[src/rtl/mul_if.sv]
// Start/done handshake bundle for the iterative signed multiplier.
// O_OVF is present only when MUL_OVF_EN is defined.
interface mul_if #(
  parameter int DATA_MUL = 4
);
  logic                  I_EN;
  logic [DATA_MUL-1:0]   I_A;
  logic [DATA_MUL-1:0]   I_B;
  logic [2*DATA_MUL-1:0] O_RSL;
  logic                  O_FN;
  logic                  O_BUSY;
`ifdef MUL_OVF_EN
  logic                  O_OVF;
`endif

  modport master (
    output I_EN, I_A, I_B,
`ifdef MUL_OVF_EN
    input  O_OVF,
`endif
    input  O_RSL, O_FN, O_BUSY
  );

  modport slave (
    input  I_EN, I_A, I_B,
`ifdef MUL_OVF_EN
    output O_OVF,
`endif
    output O_RSL, O_FN, O_BUSY
  );
endinterface

[src/rtl/mul.sv]
// Iterative signed shift-add multiplier: DATA_MUL x DATA_MUL -> 2*DATA_MUL, one partial product per clock.
// Define MUL_OVF_EN to add O_OVF (product does not fit in DATA_MUL-bit signed).
module mul #(
  parameter int DATA_MUL = 4
) (
  input  logic  CLK,
  input  logic  RST_n,
  mul_if.slave  bus
);
  localparam int CNT_SZ = $clog2(DATA_MUL);
  localparam int PW     = 2 * DATA_MUL;
  localparam logic [CNT_SZ-1:0] CNT_LAST = CNT_SZ'(DATA_MUL - 1);

  typedef enum logic [1:0] {
    IDLE = 2'd0,
    CALC = 2'd1,
    DONE = 2'd2
  } state_t;

  state_t            state_q;
  logic [PW-1:0]     mcand_q;
  logic [PW-1:0]     mplier_q;
  logic [PW-1:0]     acc_q;
  logic              sign_q;
  logic [CNT_SZ-1:0] cnt_q;
  logic [PW-1:0]     rsl_q;
  logic              fn_q;
  logic              busy_q;

  logic [PW-1:0]     a_ext_d;
  logic [PW-1:0]     b_ext_d;
  logic [PW-1:0]     a_mag_d;
  logic [PW-1:0]     b_mag_d;
  logic [PW-1:0]     acc_d;
  logic [PW-1:0]     rsl_d;

  // Sign-extend to the product width before negating so -2^(N-1) gives an exact magnitude.
  always_comb begin
    a_ext_d = {{DATA_MUL{bus.I_A[DATA_MUL-1]}}, bus.I_A};
    b_ext_d = {{DATA_MUL{bus.I_B[DATA_MUL-1]}}, bus.I_B};
    a_mag_d = bus.I_A[DATA_MUL-1] ? (~a_ext_d + PW'(1)) : a_ext_d;
    b_mag_d = bus.I_B[DATA_MUL-1] ? (~b_ext_d + PW'(1)) : b_ext_d;
  end

  always_comb begin
    acc_d = mplier_q[0] ? (acc_q + mcand_q) : acc_q;
    rsl_d = sign_q ? (~acc_q + PW'(1)) : acc_q;
  end

`ifdef MUL_OVF_EN
  logic              ovf_q;
  logic [DATA_MUL:0] top_bits_d;
  logic              ovf_d;

  // Fits in DATA_MUL-bit signed only if the upper bits are a pure sign extension.
  always_comb begin
    top_bits_d = rsl_d[PW-1:DATA_MUL-1];
    ovf_d      = !((&top_bits_d) || (~|top_bits_d));
  end

  always_ff @(posedge CLK or negedge RST_n) begin
    if (!RST_n) begin
      ovf_q <= 1'b0;
    end else if (state_q == DONE) begin
      ovf_q <= ovf_d;
    end
  end

  assign bus.O_OVF = ovf_q;
`endif

  always_ff @(posedge CLK or negedge RST_n) begin
    if (!RST_n) begin
      state_q  <= IDLE;
      mcand_q  <= '0;
      mplier_q <= '0;
      acc_q    <= '0;
      sign_q   <= 1'b0;
      cnt_q    <= '0;
      rsl_q    <= '0;
      fn_q     <= 1'b0;
      busy_q   <= 1'b0;
    end else begin
      fn_q <= 1'b0;
      case (state_q)
        IDLE: begin
          if (bus.I_EN) begin
            mcand_q  <= a_mag_d;
            mplier_q <= b_mag_d;
            sign_q   <= bus.I_A[DATA_MUL-1] ^ bus.I_B[DATA_MUL-1];
            acc_q    <= '0;
            cnt_q    <= '0;
            busy_q   <= 1'b1;
            state_q  <= CALC;
          end
        end
        CALC: begin
          acc_q    <= acc_d;
          mcand_q  <= mcand_q << 1;
          mplier_q <= mplier_q >> 1;
          cnt_q    <= cnt_q + CNT_SZ'(1);
          if (cnt_q == CNT_LAST) begin
            state_q <= DONE;
          end
        end
        DONE: begin
          rsl_q   <= rsl_d;
          fn_q    <= 1'b1;
          busy_q  <= 1'b0;
          state_q <= IDLE;
        end
        default: begin
          state_q <= IDLE;
          busy_q  <= 1'b0;
        end
      endcase
    end
  end

  assign bus.O_RSL  = rsl_q;
  assign bus.O_FN   = fn_q;
  assign bus.O_BUSY = busy_q;
endmodule

[src/flat_wrapper.sv]
// flat-port wrapper written by rule: the top's interface ports become plain ports
module mul_flat 
#(
  parameter int DATA_MUL = 4
)
  (CLK, RST_n, bus_I_EN, bus_I_A, bus_I_B, bus_O_RSL, bus_O_FN, bus_O_BUSY);
  mul_if #(.DATA_MUL(DATA_MUL)) bus_i ();
  input  logic CLK;
  input  logic RST_n;
  input wire logic [$bits(bus_i.I_EN)-1:0] bus_I_EN;
  input wire logic [$bits(bus_i.I_A)-1:0] bus_I_A;
  input wire logic [$bits(bus_i.I_B)-1:0] bus_I_B;
  output wire logic [$bits(bus_i.O_RSL)-1:0] bus_O_RSL;
  output wire logic [$bits(bus_i.O_FN)-1:0] bus_O_FN;
  output wire logic [$bits(bus_i.O_BUSY)-1:0] bus_O_BUSY;
  assign bus_i.I_EN = bus_I_EN;
  assign bus_i.I_A = bus_I_A;
  assign bus_i.I_B = bus_I_B;
  assign bus_O_RSL = bus_i.O_RSL;
  assign bus_O_FN = bus_i.O_FN;
  assign bus_O_BUSY = bus_i.O_BUSY;
  mul #(.DATA_MUL(DATA_MUL)) u_core (.CLK(CLK), .RST_n(RST_n), .bus(bus_i));
endmodule
[config.mk]
export PLATFORM = sky130hd
export DESIGN_NAME = mul_flat
export DESIGN_NICKNAME = d
export VERILOG_FILES = /design/src/rtl/mul_if.sv /design/src/rtl/mul.sv /design/src/flat_wrapper.sv
export SDC_FILE = /design/constraint.sdc
export NUM_CORES = 1
export LEC_CHECK = 0
export ABC_CLOCK_PERIOD_IN_PS = 2700
export BUFFER_PORTS_ARGS = -buffer_cell sky130_fd_sc_hd__buf_2
export CORE_MARGIN = 5
export CORE_UTILIZATION = 30
export DETAILED_ROUTE_END_ITERATION = 7
export GPL_ROUTABILITY_DRIVEN = 0
export SYNTH_ARGS = -nofsm -noshare
export SYNTH_HDL_FRONTEND = slang
export SYNTH_SLANG_ARGS = --single-unit
[constraint.sdc]
create_clock -name CLK -period 2.7 [get_ports CLK]
set_input_delay 0.27 -clock CLK [delete_from_list [all_inputs] [get_ports CLK]]
set_output_delay 0.27 -clock CLK [all_outputs]
set_load 0.01 [all_outputs]
# Word level (Yosys, flattened, before mapping)
# Index checks and enable logic that the tools add are counted.
dict set report totals {
  register_bits 39
  output_inout_bits 10
  elab_cells 50
}
dict set report op_classes {
  add_sub_neg 5
  eq_ne 6
  mux 18
  bitwise 5
  reduce_logical 7
}
# op count
set op_table {}
lappend op_table {{8-bit 2-to-1 mux} 7}
lappend op_table {{8-bit one-hot mux with 2 select lines} 3}
lappend op_table {{8-bit by 1-bit adder with 8-bit output, second input constant} 3}
lappend op_table {{8-bit NOT} 3}
lappend op_table {{8-bit adder} 1}
lappend op_table {{2-bit one-hot mux with 2 select lines} 2}
lappend op_table {{2-bit AND reduction} 4}
lappend op_table {{2-bit 2-to-1 mux} 3}
lappend op_table {{2-bit equality test, second input constant} 2}
lappend op_table {{2-bit by 1-bit != test with 1-bit output, second input constant} 2}
lappend op_table {{3-bit AND reduction} 1}
lappend op_table {{2-bit by 1-bit adder with 2-bit output, second input constant} 1}
lappend op_table {{2-bit by 1-bit equality test with 1-bit output, second input constant} 1}
lappend op_table {{2-bit logical NOT} 1}
lappend op_table {{1-bit 2-to-1 mux} 2}
lappend op_table {{2-bit != test, second input constant} 1}
lappend op_table {{1-bit one-hot mux with 2 select lines} 1}
lappend op_table {{2-bit nonzero test} 1}
lappend op_table {{1-bit NOT} 1}
lappend op_table {{1-bit bitwise XOR} 1}

# Logic depth before layout (Yosys ltp)
# Gate-level depths: netlist (run 1).
dict set report depth {
  word_depth 5
  mapped_depth 7
}

# Worst setup path before layout (run 1)
# No wires, ideal clock.
dict set report synth_path {
  path_kind {reg2reg}
  from {reg u_core.acc_q[0]}
  to {reg u_core.acc_q[6]}
  arrival_ns 1.956
  t_required_ns 2.569
  slack_ns 0.612
  path_stages_with_launch 8
  n_path_buf 0
  period_less_slack_ns 2.088
  path_cell_list {dfrtp_1 -> ha_1 -> fa_1 -> a21o_2 -> a21o_1 -> a21oi_1 -> nor4b_1 -> or3_1}
}
dict set report synth_between {
  elab_chain_cells 3
}
# element line
set synth_lines {}
lappend synth_lines {{start, declared} mul.sv:23} ;# logic [PW-1:0] acc_q;
lappend synth_lines {{start signal, assigned} mul.sv:77} ;# acc_q <= '0;
lappend synth_lines {{start signal, assigned} mul.sv:91} ;# acc_q <= '0;
lappend synth_lines {{start signal, assigned} mul.sv:98} ;# acc_q <= acc_d;
lappend synth_lines {{8-bit adder} mul.sv:46} ;# acc_d = mplier_q[0] ? (acc_q + mcand_q) : acc_q;
lappend synth_lines {{8-bit 2-to-1 mux} mul.sv:46}
lappend synth_lines {{8-bit one-hot mux with 2 select lines} mul.sv:85} ;# case (state_q)
# Every way passes these cells. The select of a mux whose other input is x is not followed.
# A chain may end at the register's enable or synchronous reset.

# Worst setup path in the final report (run 1)
# Same ends and word-level chain as after synthesis.

==> impl_metrics.env, run 1 <==
export IMPL_root_buffer="clkbuf_8"
export IMPL_drt_wl_total_um=4080
export IMPL_drive_gt1_frac=0.150
export IMPL_syn_area_per_cell_um2=10.2
export IMPL_viasPerCell=4.80
export IMPL_finalCritPeriodShare=0.818
export IMPL_power_density_mw_per_mm2=1180
export IMPL_synth_nets=230
export IMPL_start_kind="flop"
export IMPL_clock_latency_ps=280
export IMPL_relSlewSlack=0.248
export IMPL_start_util=0.309
export IMPL_outcome="finished, final reports clean"
export IMPL_r2r_cells=7
export IMPL_drt_iter0_markers=59
export IMPL_wl_met2_um=1880
export IMPL_crit_start="u_core.acc_q[0]"
export IMPL_finalHoldWorstSlack_ps=84.7
export IMPL_drc_errors=0
export IMPL_seq_area_frac_synth=0.462
export IMPL_overflow=0
export IMPL_grtUsageTotal=0.0989
export IMPL_fin_cells=323
export IMPL_wl_per_cell_um=12.6
export IMPL_critPathKind="reg2reg"
export IMPL_hp_class="in2async"
export IMPL_cp_required_ps=2870
export IMPL_fin_util=0.346
export IMPL_fmax_mhz=453
export IMPL_layout_common_cells="dfrtp_1, nand2_1, o21ai_0, buf_2"
export IMPL_maxCapViolCount=0
export IMPL_ys_flop_type="dfrtp_1"
export IMPL_r2r_start="u_core.acc_q[0]"
export IMPL_cp_arrival_ps=2380
export IMPL_antenna_cells=0
export IMPL_setup_viol=0
export IMPL_nets=249
export IMPL_coreArea_mm2=0.00683
export IMPL_grt_pass1_wl_um=7000
export IMPL_io_pins=21
export IMPL_setup_worst_path_end_class="flop"
export IMPL_synthArstFlopShare=1.00
export IMPL_cts_setup_buffers=0
export IMPL_wl_met3_um=159
export IMPL_ff2ff_setup_slack_ps=490
export IMPL_synth_edf_count=0
export IMPL_fin_crit_ps=2210
export IMPL_fp_dieW_um=93.9
export IMPL_clkSinkCount=39
export IMPL_leakage_nw=1.09
export IMPL_port_buffers=20
export IMPL_worst_slew_pin_slew_ps=1120
export IMPL_yosys_warnings=0
export IMPL_skew_ps=3.64
export IMPL_vdd_ir_drop_max_mv=0.290
export IMPL_first_pass_iters=4
export IMPL_fillers=713
export IMPL_first_global_vias=1477
export IMPL_area_delta_synth_final_pct=12.0
export IMPL_dp_hpwl_um=2920
export IMPL_clockBufferDepth=2
export IMPL_syn_instance_count=207
export IMPL_drv_slew=0
export IMPL_fin_tns_setup_ps=0
export IMPL_hold_buffers=0
export IMPL_vias=1550
export IMPL_htree_levels=2
export IMPL_antenna_found_initial=0
export IMPL_synth_seq_cells=39
export IMPL_clk_pin_slew_ps=70
export IMPL_wl_met1_um=2000
export IMPL_ys_types=38
export IMPL_place_inst=315
export IMPL_layout_commonest_cell="dfrtp_1"
export IMPL_path_max_fanout=4
export IMPL_top_layer="met4"
export IMPL_drtAntennaViolNets=0
export IMPL_grt_start_max_net_pins=40
export IMPL_finalHoldViolations=0
export IMPL_synth_area_mm2=0.00211
export IMPL_cts_tree="built"
export IMPL_cts_resized=0
export IMPL_cts_inserted_buffers=5
export IMPL_rsz0062_at_grt="false"
export IMPL_r2r_end="u_core.acc_q[6]"
export IMPL_critPathCapture="u_core.acc_q[6]"
export IMPL_die_h_um=93.9
export IMPL_die_area_mm2=0.00882
export IMPL_rows=30
[registers in the layout (all words and copies together) (netlist names)]
| register | cells |
|---|---|
| u_core.sign_q | 1 |
| u_core.mcand_q | 8 |
| u_core.bus.O_BUSY | 1 |
| u_core.acc_q | 8 |
| u_core.bus.O_FN | 1 |
| u_core.state_q | 2 |
| u_core.mplier_q | 8 |
| u_core.cnt_q | 2 |
| u_core.bus.O_RSL | 8 |
[area by class of cell]
cell class / instances / area, um^2 / share of cell area
Clock buffer: 7 / 76.3 / 0.0323
Sequential cell: 39 / 976 / 0.412
Multi-Input combinational cell: 151 / 1050 / 0.446
Timing Repair Buffer: 20 / 100 / 0.0423
Clock inverter: 1 / 5.00 / 0.00212
Inverter: 9 / 33.8 / 0.0143
Tap cell: 96 / 120 / 0.0508
[worst min-delay path by stage]
| stage | startpoint | slack [ps] | to | cells after the start |
|---|---|---|---|---|
| floorplan | RST_n | -30 | u_core.acc_q[0] | 0 |
| global placement | RST_n | 430 | u_core.bus.O_RSL[6] | 1 |
| detailed placement | RST_n | 440 | u_core.bus.O_RSL[6] | 1 |
| CTS | RST_n | 120 | u_core.bus.O_RSL[6] | 1 |
| global route | RST_n | 180 | u_core.bus.O_RSL[5] | 1 |
| finish | RST_n | 80 | u_core.bus.O_RSL[6] | 1 |
[where the power goes]
| group | internal (W) | switching [W] |
|---|---|---|
| Sequential | 0.000825 | 0.000252 |
| Combinational | 0.000624 | 0.000724 |
| Clock | 0.000181 | 0.000192 |
| Total | 0.00163 | 0.00117 |
[worst max-delay path: stages, from the launching register on]
cell and delay (ps):
dfrtp_1 410, ha_1 270, fa_1 410, a21o_2 200, a21o_1 190, a21oi_1 180, nor4b_1 70, or3_1 360
[cells in the mapped netlist (3+ instances only)]
master,count,area [um^2]
or3_1,4,25.0
a21oi_1,14,70.1
mux2i_1,3,30.0
dfrtp_1,39,976
xor2_1,7,61.3
o22ai_1,14,87.6
xnor2_1,6,52.6
nor2_1,5,18.8
a22o_1,8,70.1
nand2b_1,3,18.8
nor4b_1,4,35.0
inv_1,8,30.0
buf_2,3,15.0
nand2_1,22,82.6
clkbuf_1,3,11.3
ha_1,11,138
o21ai_0,20,100
nor2b_1,5,31.3
[stage by stage]
step,setup slack (ps),total power (W),cell area (um^2)
global route,415,0.00308,2370
detailed placement,504,0.00245,2280
global placement,543,0.00242,2280
floorplan,612,0.00216,2110
finish,492,0.00280,2370
CTS,487,0.00283,2370
[cell families after synthesis]
| group | share of synthesized area |
|---|---|
| buffers and inverters | 0.0391 |
| and+or+nand+nor | 0.146 |
| muxes | 0.0142 |
| DFF | 0.462 |
| AOI/OAI and AO/OA | 0.210 |
| adders and majority gates | 0.0746 |
| xor gates and xnor gates | 0.0539 |
[metal layers]
| layer | global-route usage | vias to the layer above |
|---|---|---|
| li1 | - | 782 |
| met3 | 0.0264 | 4 |
| met4 | 0.0325 | 0 |
| met5 | 0 | - |
| met2 | 0.153 | 21 |
| met1 | 0.133 | 743 |
(Power assumes the default switching activity.)
==> inputs of run 2 (changes only) <==
- ABC_CLOCK_PERIOD_IN_PS: 2700 -> 2200
- clock period: 2.7 -> 2.2 ns (I/O delays scaled with it)
==> run 2 against run 1 <==
Design area increased by 3.3%. Hold slack lost 46 ps. Combinational power rose by 27%. Critical endpoint unchanged.
==> impl_metrics.env, run 2 (synthesis results as in run 1) <==
export IMPL_drive_gt1_frac=0.174
export IMPL_hp_class="in2async"
export IMPL_worst_slew_pin_slew_ps=1110
export IMPL_io_pins=21
export IMPL_power_density_mw_per_mm2=1530
export IMPL_cts_setup_buffers=0
export IMPL_clock_latency_ps=290
export IMPL_start_kind="flop"
export IMPL_drtAntennaViolNets=0
export IMPL_clockBufferDepth=2
export IMPL_r2r_start="u_core.mcand_q[0]"
export IMPL_cts_inserted_buffers=5
export IMPL_path_max_fanout=4
export IMPL_setup_worst_path_end_class="flop"
export IMPL_intPower_w=0.00227
export IMPL_clk_pin_slew_ps=80
export IMPL_drv_slew=0
export IMPL_outcome="finished, final reports clean"
export IMPL_drt_iter0_markers=58
export IMPL_grt_start_max_net_pins=40
export IMPL_die_area_mm2=0.00882
export IMPL_power_switching_w=0.00146
export IMPL_wl_per_cell_um=12.4
export IMPL_die_h_um=93.9
export IMPL_p_comb_frac=0.460
export IMPL_vdd_ir_drop_max_mv=0.381
export IMPL_antenna_found_initial=0
export IMPL_htree_levels=2
export IMPL_start_util=0.309
export IMPL_cp_slowest_stage_delay_ps=410
export IMPL_fin_tns_setup_ps=0
export IMPL_ff2ff_setup_slack_ps=130
export IMPL_finalCritPeriodShare=0.940
export IMPL_nets=252
export IMPL_viasPerCell=4.87
export IMPL_clkSinkCount=39
export IMPL_drc_errors=0
export IMPL_maxCapViolCount=0
export IMPL_setup_viol=0
export IMPL_grtUsageTotal=0.0938
export IMPL_layout_common_cells="dfrtp_1, nand2_1, o21ai_0, buf_2"
export IMPL_multi_input_area_mm2=0.00106
export IMPL_hold_buffers=0
export IMPL_swShare=0.391
export IMPL_rows=30
export IMPL_overflow=0
export IMPL_crit_start="u_core.mcand_q[0]"
export IMPL_place_area_mm2=0.00231
export IMPL_coreArea_mm2=0.00683
export IMPL_vias=1589
export IMPL_layout_commonest_cell="dfrtp_1"
export IMPL_skew_ps=6.92
export IMPL_grt_pass1_wl_um=6690
export IMPL_cp_required_ps=2370
export IMPL_regArea_um2=976
export IMPL_critPathCapture="u_core.acc_q[6]"
export IMPL_rsz0062_at_grt="false"
export IMPL_fin_crit_ps=2070
export IMPL_fmax_mhz=484
export IMPL_antenna_cells=0
export IMPL_r2r_end="u_core.acc_q[6]"
export IMPL_fin_area_mm2=0.00244
export IMPL_first_global_vias=1500
export IMPL_first_pass_iters=4
export IMPL_seqPwrFrac=0.353
export IMPL_drt_wl_total_um=4060
export IMPL_cts_resized=0
export IMPL_port_buffers=20
export IMPL_clkPwrFrac=0.187
export IMPL_relSlewSlack=0.249
export IMPL_r2r_cells=7
export IMPL_root_buffer="clkbuf_8"
export IMPL_area_delta_synth_final_pct=15.7
export IMPL_dp_hpwl_um=2970
export IMPL_cts_tree="built"
export IMPL_leakage_nw=1.13
export IMPL_critPathKind="reg2reg"
export IMPL_fp_dieW_um=93.9
export IMPL_fillers=707
export IMPL_path_cells="ha_2, fa_2, a21o_2, a21o_1, a21oi_1, nor4b_1, or3_1"
export IMPL_finalHoldViolations=0
export IMPL_critPathSlowestCell="dfrtp_1"
export IMPL_cp_arrival_ps=2240
-- run 2: per-layer routing --
metal	vias up	share of wire	global-route usage
met2	34	0.45	0.145
met4	0	0.018	0.0385
met5	-	0	0
li1	795	-	-
met1	752	0.48	0.122
met3	8	0.049	0.0272
-- run 2: worst max-delay path: cells and delay by family, from the launching register on --
kind,cells,cell delay [ps]
compound gates,3,550
fa+ha+maj,2,560
flops,1,410
simple gates,2,430
-- run 2: cell type report --
class | count | share of cell area
Sequential cell | 39 | 0.399
Multi-Input combinational cell | 151 | 0.433
Clock inverter | 2 | 0.0246
Tap cell | 96 | 0.0491
Timing Repair Buffer | 23 | 0.0502
Clock buffer | 6 | 0.0297
Inverter | 9 | 0.0138
-- run 2: how the worst min path moves through the flow --
| stage | from | end | slack [ps] | cells after the start |
|---|---|---|---|---|
| 6_report | RST_n | u_core.bus.O_RSL[6] | 40 | 1 |
| 4_1_cts | RST_n | u_core.bus.O_RSL[5] | 60 | 1 |
| 2_1_floorplan | RST_n | u_core.acc_q[0] | -80 | 0 |
| 5_1_grt | RST_n | u_core.acc_q[7] | 120 | 1 |
| 3_5_place_dp | RST_n | u_core.bus.O_RSL[6] | 390 | 1 |
| 3_3_place_gp | RST_n | u_core.bus.O_RSL[6] | 390 | 1 |
-- run 2: per-stage QoR --
stage | total power (W) | hold slack (ps) | setup slack [ps] | cells | util
2_1_floorplan | 0.00265 | -75.6 | 112 | 207 | -
3_3_place_gp | 0.00302 | 385 | 60.5 | 318 | 0.338
3_5_place_dp | 0.00305 | 386 | 33.5 | 318 | 0.338
4_1_cts | 0.00376 | 62.1 | 29.5 | 326 | 0.357
5_1_grt | 0.00403 | 118 | 42.9 | 326 | 0.358
6_report | 0.00373 | 39.2 | 133 | 326 | 0.358
-- run 2: power groups by stage --
stage | sequential, W | combinational, W | clock, W
global route | 0.00136 | 0.00192 | 0.000745
floorplan | 0.00126 | 0.00139 | 0
finish | 0.00132 | 0.00171 | 0.000699
CTS | 0.00132 | 0.00173 | 0.000717
global placement | 0.00132 | 0.00170 | 0
detailed placement | 0.00133 | 0.00172 | 0
==> inputs of run 3 (changes only) <==
- RECOVER_POWER: not set -> 100
==> run 3 against run 2 <==
Design area shrank 0.97%. Register-to-register slack is essentially flat. Hold slack gained 35 ps. Wire length grew 0.52%. Largest cell class unchanged. Count of clock-buffer cells in the layout is the same. Clock power is essentially flat. Global-route usage is the same. Largest power group unchanged. Critical path type unchanged. Clock skew grew 0.55 ps. Combinational power shrank 2%.
==> impl_metrics.env, run 3 (synthesis results as in run 1) <==
export IMPL_outcome="finished, final reports clean"
export IMPL_drv_slew=0
export IMPL_hold_buffers=0
export IMPL_fp_dieW_um=93.9
export IMPL_hp_class="in2async"
export IMPL_grt_pass1_wl_um=6690
export IMPL_fillers=717
export IMPL_multi_input_area_mm2=0.00106
export IMPL_grt_met1_usage=0.122
export IMPL_cp_arrival_ps=2240
export IMPL_die_area_mm2=0.00882
export IMPL_power_density_mw_per_mm2=1520
export IMPL_fmax_mhz=484
export IMPL_start_kind="flop"
export IMPL_grt_busiest_layer="met2"
export IMPL_skew_ps=7.47
export IMPL_coreArea_mm2=0.00683
export IMPL_leakage_nw=1.08
export IMPL_met2_usage=0.145
export IMPL_use_met3=0.0272
export IMPL_viasPerCell=4.84
export IMPL_setup_viol=0
export IMPL_antenna_cells=0
export IMPL_cts_tree="built"
export IMPL_port_buffers=20
export IMPL_layout_commonest_cell="dfrtp_1"
export IMPL_path_cells="ha_2, fa_2, a21o_2, a21o_1, a21oi_1, nor4b_1, or3_1"
export IMPL_maxCapViolCount=0
export IMPL_fin_tns_setup_ps=0
export IMPL_first_pass_iters=4
export IMPL_drc_errors=0
export IMPL_fin_area_mm2=0.00242
export IMPL_finalHoldViolations=0
export IMPL_finalCritPeriodShare=0.940
export IMPL_drtAntennaViolNets=0
export IMPL_rows=30
export IMPL_critPathSlowestCell="dfrtp_1"
export IMPL_relSlewSlack=0.238
export IMPL_grt_start_max_net_pins=40
export IMPL_fin_util=0.354
export IMPL_overflow=0
export IMPL_start_util=0.309
export IMPL_drive_gt1_frac=0.117
export IMPL_regArea_um2=976
export IMPL_area_delta_synth_final_pct=14.6
export IMPL_finalHoldWorstSlack_ps=73.7
export IMPL_drt_wl_total_um=4080
export IMPL_vdd_ir_drop_max_mv=0.375
export IMPL_cts_setup_buffers=0
export IMPL_antenna_found_initial=0
export IMPL_fin_crit_ps=2070
export IMPL_rsz0062_at_grt="false"
export IMPL_root_buffer="clkbuf_8"
export IMPL_first_global_vias=1500
export IMPL_clk_pin_slew_ps=80
export IMPL_grtUsageTotal=0.0938
export IMPL_cp_slowest_stage_delay_ps=410
export IMPL_cp_required_ps=2370
export IMPL_cts_inserted_buffers=5
export IMPL_wl_per_cell_um=12.5
export IMPL_path_max_fanout=4
export IMPL_drt_iter0_markers=62
export IMPL_worst_slew_pin_slew_ps=1130
export IMPL_io_pins=21
export IMPL_htree_levels=2
export IMPL_die_h_um=93.9
export IMPL_place_area_mm2=0.00231
export IMPL_cts_resized=0
export IMPL_vias=1577
export IMPL_layout_common_cells="dfrtp_1, nand2_1, o21ai_0"
export IMPL_clock_latency_ps=290
export IMPL_critPathKind="reg2reg"
export IMPL_dp_hpwl_um=2970
export IMPL_clockBufferDepth=2
export IMPL_setup_worst_path_end_class="flop"
export IMPL_clkSinkCount=39
export IMPL_nets=252
[run 3: changes by cell type in the layout (fill, tap and decap cells not counted), sizes merged]
| cell | previous run | this run |
|---|---|---|
| buf | 23 | 9 |
| clkbuf | 6 | 20 |
[run 3: final timing paths]
| kind | startpoint | end | slack, ps | depth (start not counted) |
|---|---|---|---|---|
| setup / recovery | u_core.mcand_q[0] | u_core.acc_q[6] | 130 | 7 |
| hold / removal | RST_n | u_core.bus.O_RSL[6] | 70 | 1 |
| min in group CLK | bus_I_B[0] | u_core.mplier_q[0] | 270 | 3 |
| setup reg to reg | u_core.mcand_q[0] | u_core.acc_q[6] | 130 | 7 |
| max in group asynchronous | RST_n | u_core.mcand_q[3] | 1530 | 1 |
| hold reg to reg | u_core.bus.O_RSL[7] | u_core.bus.O_RSL[7] | 480 | 2 |
[run 3: final cells by class]
class | count | area share
clock buffer | 6 | 0.0300
tap | 96 | 0.0496
timing repair buffer | 23 | 0.0408
multi-input combinational | 151 | 0.438
sequential | 39 | 0.403
inverter | 9 | 0.0140
clock inverter | 2 | 0.0248
[run 3: metrics by stage]
step           power (W)  worst slack, ps  instances
2_1_floorplan    0.00265              112        207
3_3_place_gp     0.00302             60.5        318
3_5_place_dp     0.00305             33.5        318
4_1_cts          0.00376             29.5        326
5_1_grt          0.00398             42.9        326
6_report         0.00369              133        326
[run 3: report_power, final]
| part | total, W | internal (W) | switching, W | leakage, nW |
|---|---|---|---|---|
| registers | 0.00132 | 0.00101 | 0.000308 | 0.491 |
| logic | 0.00167 | 0.000760 | 0.000909 | 0.523 |
| clock network | 0.000699 | 0.000453 | 0.000246 | 0.0654 |
| total | 0.00369 | 0.00223 | 0.00146 | 1.08 |
[run 3: metal layers]
metal / routed length [um] / up-vias
met5: 0 / -
met4: 76 / 0
met3: 204 / 9
met1: 1990 / 742
li1: - / 793
met2: 1810 / 33
[run 3: worst max-delay path: cells and delay by family (launching register included)]
family	cells	cell delay, ps
adders and majority gates	2	560
DFF	1	410
AOI/OAI and AO/OA	3	550
and+or+nand+nor	2	430
